<file path="config.mk">
export PLATFORM = sky130hd
export DESIGN_NAME = router_fsm_ctrl_flat
export DESIGN_NICKNAME = d
export VERILOG_FILES = /design/src/rtl/router_fsm_ctrl_pkg.sv /design/src/rtl/router_fsm_ctrl_if.sv /design/src/rtl/router_fsm_ctrl.sv /design/src/flat_wrapper.sv
export SDC_FILE = /design/constraint.sdc
export NUM_CORES = 1
export LEC_CHECK = 0
export ABC_AREA = 1
export BUFFER_PORTS_ARGS = -buffer_cell sky130_fd_sc_hd__buf_2
export CAP_MARGIN = 15
export CORE_MARGIN = 2
export CORE_UTILIZATION = 40
export CTS_CLUSTER_SIZE = 16
export DETAILED_ROUTE_END_ITERATION = 8
export PLACE_DENSITY_LB_ADDON = 0.05
export SYNTH_ARGS = -nofsm -noshare
export SYNTH_HDL_FRONTEND = slang
export SYNTH_SLANG_ARGS = --single-unit
export TNS_END_PERCENT = 50
</file>
<file path="constraint.sdc">
create_clock -name clk -period 1.4 [get_ports clk]
set_clock_uncertainty 0.05 [all_clocks]
set_input_delay 0.07 -clock clk [delete_from_list [all_inputs] [get_ports clk]]
set_output_delay 0.07 -clock clk [all_outputs]
set_load 0.03 [all_outputs]
</file>
<file path="src/rtl/router_fsm_ctrl_pkg.sv">
// Shared router definitions: controller state encoding, port count and
// address helpers used by the input-path sequencing logic.
package router_fsm_ctrl_pkg;

    localparam int              NUM_PORTS    = 3;
    localparam int              ADDR_W       = 2;
    localparam logic [ADDR_W-1:0] ADDR_INVALID = 2'b11;

    typedef enum logic [2:0] {
        DECODE_ADDRESS     = 3'd0,
        LOAD_FIRST_DATA    = 3'd1,
        LOAD_DATA          = 3'd2,
        FIFO_FULL_STATE    = 3'd3,
        LOAD_AFTER_FULL    = 3'd4,
        LOAD_PARITY        = 3'd5,
        CHECK_PARITY_ERROR = 3'd6,
        WAIT_TILL_EMPTY    = 3'd7
    } state_e;

    function automatic logic addr_valid(input logic [ADDR_W-1:0] a);
        return (a != ADDR_INVALID) && (int'(a) < NUM_PORTS);
    endfunction

    // Per-port flag lookup that reads as 0 for an out-of-range address.
    function automatic logic port_bit(input logic [NUM_PORTS-1:0] v,
                                      input logic [ADDR_W-1:0]    a);
        return addr_valid(a) ? v[a] : 1'b0;
    endfunction

endpackage

</file>
<file path="src/rtl/router_fsm_ctrl_if.sv">
// Handshake bundle between the router input path, register block and FIFO
// synchronizer on one side and the sequencing controller on the other.
interface router_fsm_ctrl_if;
    import router_fsm_ctrl_pkg::*;

    logic                  pkt_valid;
    logic [ADDR_W-1:0]     data_in;
    logic                  fifo_full;
    logic [NUM_PORTS-1:0]  fifo_empty;
    logic [NUM_PORTS-1:0]  soft_reset;
    logic                  parity_done;
    logic                  low_pkt_valid;

    logic [ADDR_W-1:0]     addr_q;
    logic                  detect_add;
    logic                  lfd_state;
    logic                  ld_state;
    logic                  laf_state;
    logic                  full_state;
    logic                  rst_int_reg;
    logic                  write_enb_reg;
    logic [NUM_PORTS-1:0]  write_enb;
    logic                  busy;

    modport slave (
        input  pkt_valid, data_in, fifo_full, fifo_empty, soft_reset,
               parity_done, low_pkt_valid,
        output addr_q, detect_add, lfd_state, ld_state, laf_state, full_state,
               rst_int_reg, write_enb_reg, write_enb, busy
    );

    modport master (
        output pkt_valid, data_in, fifo_full, fifo_empty, soft_reset,
               parity_done, low_pkt_valid,
        input  addr_q, detect_add, lfd_state, ld_state, laf_state, full_state,
               rst_int_reg, write_enb_reg, write_enb, busy
    );

endinterface

</file>
<file path="src/rtl/router_fsm_ctrl.sv">
// Packet-sequencing controller for the 1x3 router input port: decodes the
// header address and walks the packet through load, stall and parity states.
module router_fsm_ctrl
    import router_fsm_ctrl_pkg::*;
(
    input  logic              clk,
    input  logic              reset,
    router_fsm_ctrl_if.slave  bus
);

    state_e              state_q, state_d;
    logic [ADDR_W-1:0]   addr_reg_q, addr_d;
    logic                sr_hit;

    always_ff @(posedge clk) begin
        if (reset) begin
            state_q    <= DECODE_ADDRESS;
            addr_reg_q <= '0;
        end else begin
            state_q    <= state_d;
            addr_reg_q <= addr_d;
        end
    end

    always_comb begin
        state_d = state_q;
        addr_d  = addr_reg_q;
        // Timeout on the selected FIFO aborts the packet; other ports' timeouts are not ours.
        sr_hit  = (state_q != DECODE_ADDRESS) && port_bit(bus.soft_reset, addr_reg_q);

        case (state_q)
            DECODE_ADDRESS: begin
                if (bus.pkt_valid) begin
                    addr_d = bus.data_in;
                    if (addr_valid(bus.data_in))
                        state_d = port_bit(bus.fifo_empty, bus.data_in) ? LOAD_FIRST_DATA
                                                                        : WAIT_TILL_EMPTY;
                end
            end
            LOAD_FIRST_DATA: state_d = LOAD_DATA;
            LOAD_DATA: begin
                if (bus.fifo_full)       state_d = FIFO_FULL_STATE;
                else if (!bus.pkt_valid) state_d = LOAD_PARITY;
            end
            FIFO_FULL_STATE: begin
                if (!bus.fifo_full) state_d = LOAD_AFTER_FULL;
            end
            LOAD_AFTER_FULL: begin
                if (bus.parity_done)        state_d = DECODE_ADDRESS;
                else if (bus.low_pkt_valid) state_d = LOAD_PARITY;
                else                        state_d = LOAD_DATA;
            end
            LOAD_PARITY: state_d = CHECK_PARITY_ERROR;
            CHECK_PARITY_ERROR: begin
                state_d = bus.fifo_full ? FIFO_FULL_STATE : DECODE_ADDRESS;
            end
            WAIT_TILL_EMPTY: begin
                if (port_bit(bus.fifo_empty, addr_reg_q)) state_d = LOAD_FIRST_DATA;
            end
            default: state_d = DECODE_ADDRESS;
        endcase

        if (sr_hit) state_d = DECODE_ADDRESS;
    end

    assign bus.addr_q        = addr_reg_q;
    assign bus.detect_add    = (state_q == DECODE_ADDRESS);
    assign bus.lfd_state     = (state_q == LOAD_FIRST_DATA);
    assign bus.ld_state      = (state_q == LOAD_DATA);
    assign bus.laf_state     = (state_q == LOAD_AFTER_FULL);
    assign bus.full_state    = (state_q == FIFO_FULL_STATE);
    assign bus.rst_int_reg   = (state_q == CHECK_PARITY_ERROR);
    assign bus.write_enb_reg = (state_q == LOAD_DATA) || (state_q == LOAD_PARITY) ||
                               (state_q == LOAD_AFTER_FULL);
    assign bus.busy          = (state_q != DECODE_ADDRESS) && (state_q != LOAD_DATA);

    for (genvar p = 0; p < NUM_PORTS; p++) begin : g_wen
        assign bus.write_enb[p] = bus.write_enb_reg && (addr_reg_q == ADDR_W'(p));
    end

endmodule
</file>
<file path="src/flat_wrapper.sv">
// flat-port wrapper written by rule: the top's interface ports become plain ports
module router_fsm_ctrl_flat import router_fsm_ctrl_pkg::*;
  (clk, reset, bus_pkt_valid, bus_data_in, bus_fifo_full, bus_fifo_empty, bus_soft_reset, bus_parity_done, bus_low_pkt_valid, bus_addr_q, bus_detect_add, bus_lfd_state, bus_ld_state, bus_laf_state, bus_full_state, bus_rst_int_reg, bus_write_enb_reg, bus_write_enb, bus_busy);
  router_fsm_ctrl_if bus_i ();
  input  logic clk;
  input  logic reset;
  input wire logic [$bits(bus_i.pkt_valid)-1:0] bus_pkt_valid;
  input wire logic [$bits(bus_i.data_in)-1:0] bus_data_in;
  input wire logic [$bits(bus_i.fifo_full)-1:0] bus_fifo_full;
  input wire logic [$bits(bus_i.fifo_empty)-1:0] bus_fifo_empty;
  input wire logic [$bits(bus_i.soft_reset)-1:0] bus_soft_reset;
  input wire logic [$bits(bus_i.parity_done)-1:0] bus_parity_done;
  input wire logic [$bits(bus_i.low_pkt_valid)-1:0] bus_low_pkt_valid;
  output wire logic [$bits(bus_i.addr_q)-1:0] bus_addr_q;
  output wire logic [$bits(bus_i.detect_add)-1:0] bus_detect_add;
  output wire logic [$bits(bus_i.lfd_state)-1:0] bus_lfd_state;
  output wire logic [$bits(bus_i.ld_state)-1:0] bus_ld_state;
  output wire logic [$bits(bus_i.laf_state)-1:0] bus_laf_state;
  output wire logic [$bits(bus_i.full_state)-1:0] bus_full_state;
  output wire logic [$bits(bus_i.rst_int_reg)-1:0] bus_rst_int_reg;
  output wire logic [$bits(bus_i.write_enb_reg)-1:0] bus_write_enb_reg;
  output wire logic [$bits(bus_i.write_enb)-1:0] bus_write_enb;
  output wire logic [$bits(bus_i.busy)-1:0] bus_busy;
  assign bus_i.pkt_valid = bus_pkt_valid;
  assign bus_i.data_in = bus_data_in;
  assign bus_i.fifo_full = bus_fifo_full;
  assign bus_i.fifo_empty = bus_fifo_empty;
  assign bus_i.soft_reset = bus_soft_reset;
  assign bus_i.parity_done = bus_parity_done;
  assign bus_i.low_pkt_valid = bus_low_pkt_valid;
  assign bus_addr_q = bus_i.addr_q;
  assign bus_detect_add = bus_i.detect_add;
  assign bus_lfd_state = bus_i.lfd_state;
  assign bus_ld_state = bus_i.ld_state;
  assign bus_laf_state = bus_i.laf_state;
  assign bus_full_state = bus_i.full_state;
  assign bus_rst_int_reg = bus_i.rst_int_reg;
  assign bus_write_enb_reg = bus_i.write_enb_reg;
  assign bus_write_enb = bus_i.write_enb;
  assign bus_busy = bus_i.busy;
  router_fsm_ctrl u_core (.clk(clk), .reset(reset), .bus(bus_i));
endmodule
</file>
# == Word level (Yosys, flattened, before mapping) ==
# Cells that the tools add are included.
# word_totals
reg_bits,5
in_bits,14
output_inout_bits,13
# classes
n_lt_le_gt_ge,4
n_eq_ne,17
mux,20
reduce_logical,15
# op_table
cell,count
2-to-1 mux 3 bit,9
case mux 3 bit (8 select lines),1
== test 3 bit (second input constant),4
inequality test 2 bit (second input constant),4
logical AND 1 bit,7
binary-select mux 1 bit (select 2 bit),3
== test 3 x 2 -> 1 bit (second input constant),2
< comparator 2 x 3 -> 1 bit (second input constant),2
2-to-1 mux 1 bit,6
AND reduction 5 bit,1
< comparator 2 bit (second input constant),2
inequality test 2 x 1 -> 1 bit (second input constant),2
== test 3 x 1 -> 1 bit (second input constant),1
zero test 3 bit,1
inequality test 3 x 2 -> 1 bit (second input constant),1
inequality test 3 bit (second input constant),1
nonzero test 3 bit,1
== test 2 x 1 -> 1 bit (second input constant),1
== test 2 bit (second input constant),1
zero test 2 bit,1
logical OR 1 bit,2
2-to-1 mux 2 bit,1
AND reduction 2 bit,1
OR reduction 2 bit,1

# == Depth between registers and ports, before layout ==
# depth
depth_word,7
ltp_mapped,10
depth_no_buf,9

# == Worst setup path before layout ==
# No wires, ideal clock.
# synth_path
kind,register -> register
startpoint,register u_core.state_q[0]
endpoint,register u_core.state_q[2]
setup_time_ns,0.056
arrival_time_ns,1.355
required_ns,1.294
slack_ns,-0.061
stages_incl_launch_ff,11
n_path_buf,1
synth_period_minus_slack_ns,1.461
path_cell_list,dfxtp_1 > clkbuf_8 > inv_2 > nand2_1 > nor2_1 > nand2_1 > nand3_1 > nor2_1 > nand2_1 > nand2_1 > inv_1
# synth_between
elab_chain_len,3
# synth_lines
item,line,text
start: declaration,router_fsm_ctrl.sv:11,"state_e state_q, state_d;"
start signal: assignment,router_fsm_ctrl.sv:20,state_q <= state_d;
== test 3 x 2 -> 1 bit (*),--,
named net bus_ld_state,flat_wrapper.sv:17,output wire logic [$bits(bus_i.ld_state)-1:0] bus_ld_state;
inequality test 3 bit (no source line),--,
AND reduction 5 bit (no source line),--,
# Mark *: on every way through the listed nets, which the timed path passes. The rest lies on a longest branch.
# A chain may end at the register's enable or synchronous reset.

# == Worst setup path in the final report ==
# layout_path
startpoint,register u_core.state_q[1]
endpoint,output bus_write_enb[1]
# layout_between
elab_chain_len,4
# layout_lines
item,line,text
== test 3 x 2 -> 1 bit / == test 3 bit (equally long branches),router_fsm_ctrl.sv:73,assign bus.write_enb_reg = (state_q == LOAD_DATA) || (state_q == LOAD_PARITY) ||
logical OR 1 bit,router_fsm_ctrl.sv:73,
logical OR 1 bit (*),router_fsm_ctrl.sv:73,
logical AND 1 bit (*),router_fsm_ctrl.sv:78,assign bus.write_enb[p] = bus.write_enb_reg && (addr_reg_q == ADDR_W'(p));
end: declaration,flat_wrapper.sv:22,output wire logic [$bits(bus_i.write_enb)-1:0] bus_write_enb;
# Mark *: on every way between the ends. The rest lies on a longest branch, timed or not.

==> flow_metrics.tcl <==
set metrics [dict create \
    r2r-start "u_core.state_q[1]" \
    gp_congestion 0.877 \
    grt_overflow 0 \
    cts_tree "yes" \
    hp-class "in2reg" \
    drc 0 \
    period_share_pct 103 \
    avgSynthCellArea_um2 5.82 \
    fp-row-count 14 \
    synth_nets 118 \
    final_cell_mix "24 x nand2_1, 21 x buf_2, 16 x nand3_1" \
    syn_to_final_growth_pct 43.4 \
    critical_path_arrival_ns 1.32 \
    wl_per_cell_um 10.4 \
    violations "setup timing" \
    coreArea_um2 1450 \
    final-max-slew-violation-count 0 \
    initialDrtViolationCount 8 \
    slowest_stage "dfxtp_2" \
    numCtsBuffers 3 \
    design.die.area_um2 1840 \
    fillers 159 \
    status "complete, but fails checks" \
    grt_max_degree 10 \
    ant_nets 0 \
    crit_type "reg2out" \
    grt_pass1_vias 602 \
    pin_count 27 \
    ys_ff_latch 5 \
    die_x_um 42.9 \
    max_freq_mhz 696 \
    hold_buffers 0 \
    vias 749 \
    syn_inst 104 \
    final_common_cell "nand2_1" \
    grt_first_pass_wirelength_um 2570 \
    insertedDiodeCount 0 \
    numPortBuffers 26 \
    worstSetupStartpoint "u_core.state_q[1]" \
    drt-total-wl_um 1600 \
    dpl_worst_slack_ns -0.0175 \
    cp_common_cell "buf_6" \
    final-setup-viol-count 3 \
    root_buffer "clkbuf_4" \
    path_cells "buf_6 > nor2_8 > inv_4 > o211ai_4 > nand3_1 > inv_1 > buf_6" \
    fin_nets 153 \
    hpwl_um 1280 \
    p_leak_nw 0.516 \
    die_h_um 42.9 \
    drive_gt1_share_pct 41.3 \
    required_ns 1.28 \
    yosysSeqAreaShare_pct 16.5 \
    regArea_um2 106 \
    max_cap_violations 0 \
    hold_start "reset" \
    max-vdd-ir-drop_v 0.00119 \
    power_density_nw_per_um2 2670 \
    cts-htree-levels 1 \
    dr.pass1.iters 3 \
    cp_num_buf_inv 4 \
    tightest_slew_ns 0.234 \
    netlist_area_um2 606 \
    utilization_pct 59.7 \
    cp_max_fo 4 \
    crit_family "buffers and inverters" \
    multi_input_area_um2 427 \
    start_util_pct 41.7 \
    track_usage_pct 18.4 \
    max_stage_delay_ns 0.33 \
    cts_sinks 5 \
    startpoint_type "flip-flop" \
    finalHoldViolCount 0 \
    slew_headroom_pct 84.4 \
    setup_ws_ns -0.0376 \
    endpoint_kind "output pin" \
    period_minus_slack_ns 1.44 \
    clkTransAtPathRegs_ns 0.05 \
    antenna_found_initial 0 \
    ys_warn_count 0 \
    clockBufferDepth 2 \
    clk_latency_ns 0.24 \
    rsz0062_at_grt "yes" \
    synth_cell_types 20 \
    vias_per_cell 4.86 \
]
## synthesized netlist by cell type
cell / count / area share (%)
o21ai_0: 2 / 1.7
inv_1: 16 / 9.9
clkbuf_8: 1 / 2.3
inv_2: 3 / 1.9
nor2_2: 3 / 3.1
nand3_1: 17 / 14
nand2_4: 1 / 1.9
inv_4: 1 / 1.0
buf_6: 1 / 1.9
nand4_1: 3 / 3.1
nor2_4: 1 / 1.9
nand2_2: 1 / 1.0
nand2_1: 24 / 15
nor2_8: 1 / 3.3
o211ai_2: 1 / 2.1
nand3_2: 3 / 5.0
a21oi_1: 4 / 3.3
nand4_2: 1 / 2.1
nor2_1: 15 / 9.3
dfxtp_1: 5 / 17
## state kept, by name, summed over array words and instances (netlist names)
signal and count:
u_core.bus.addr_q 2, u_core.state_q 3
## worst register-to-register path: stages, from the launching register on
cell,delay [ns]
dfxtp_2,0.33
buf_6,0.13
nor2_8,0.10
buf_4,0.15
nand2_4,0.06
inv_2,0.08
nand2_1,0.09
o21ai_0,0.16
a21oi_1,0.06
## repair_timing
item / CTS / global route
pin swaps: 3 / 2
setup buffers: 3 / 0
endpoints found under the setup margin: 7 / 7
gates resized for setup: 13 / 8
## metrics by stage
step	cell area, um^2	power [mW]	cells	hold WS (ns)	setup TNS (ns)
after CTS	847	2.25	154	0.0539	-0.128
after detailed placement	764	1.90	147	0.299	-0.0399
after floorplan	617	1.56	104	0.199	0
after global routing	868	2.51	154	0.0621	-0.383
after global placement	764	1.89	147	0.295	0
final	868	2.32	154	0.0619	-0.0692
## routing by layer
metal  track usage, %  wire, um  vias to the layer above
li1                 -         -                      395
met2             33.6       839                       22
met5                0         0                        -
met3             6.38        85                        0
met1             21.6       671                      332
met4                0         0                        0
## where the power goes
| group | switching [mW] | total (mW) | internal, mW |
|---|---|---|---|
| registers | 0.137 | 0.357 | 0.220 |
| clock network | 0.0528 | 0.160 | 0.107 |
| logic | 1.12 | 1.80 | 0.679 |
## area by class of cell
cell class | instances | share of cell area, %
multi-input combinational | 77 | 49.1
inverter | 20 | 9.51
sequential | 5 | 12.2
tap | 16 | 2.31
clock buffer | 4 | 3.03
timing repair buffer | 32 | 23.8
## cells by family after synthesis
logic type / share of synthesized area (%)
simple gates: 59.5
buf+inv: 16.9
flops: 16.5
compound gates: 7.02
## path summary, 6_finish.rpt
| kind | endpoint | slack (ns) | depth (start not counted) |
|---|---|---|---|
| setup / recovery | bus_write_enb[1] | -0.04 | 7 |
| hold / removal | u_core.bus.addr_q[1] | 0.06 | 4 |
| setup reg to reg | u_core.bus.addr_q[0] | 0.08 | 8 |
| hold reg to reg | u_core.state_q[0] | 0.54 | 2 |
Note: power is estimated with default switching activity, not from simulation.
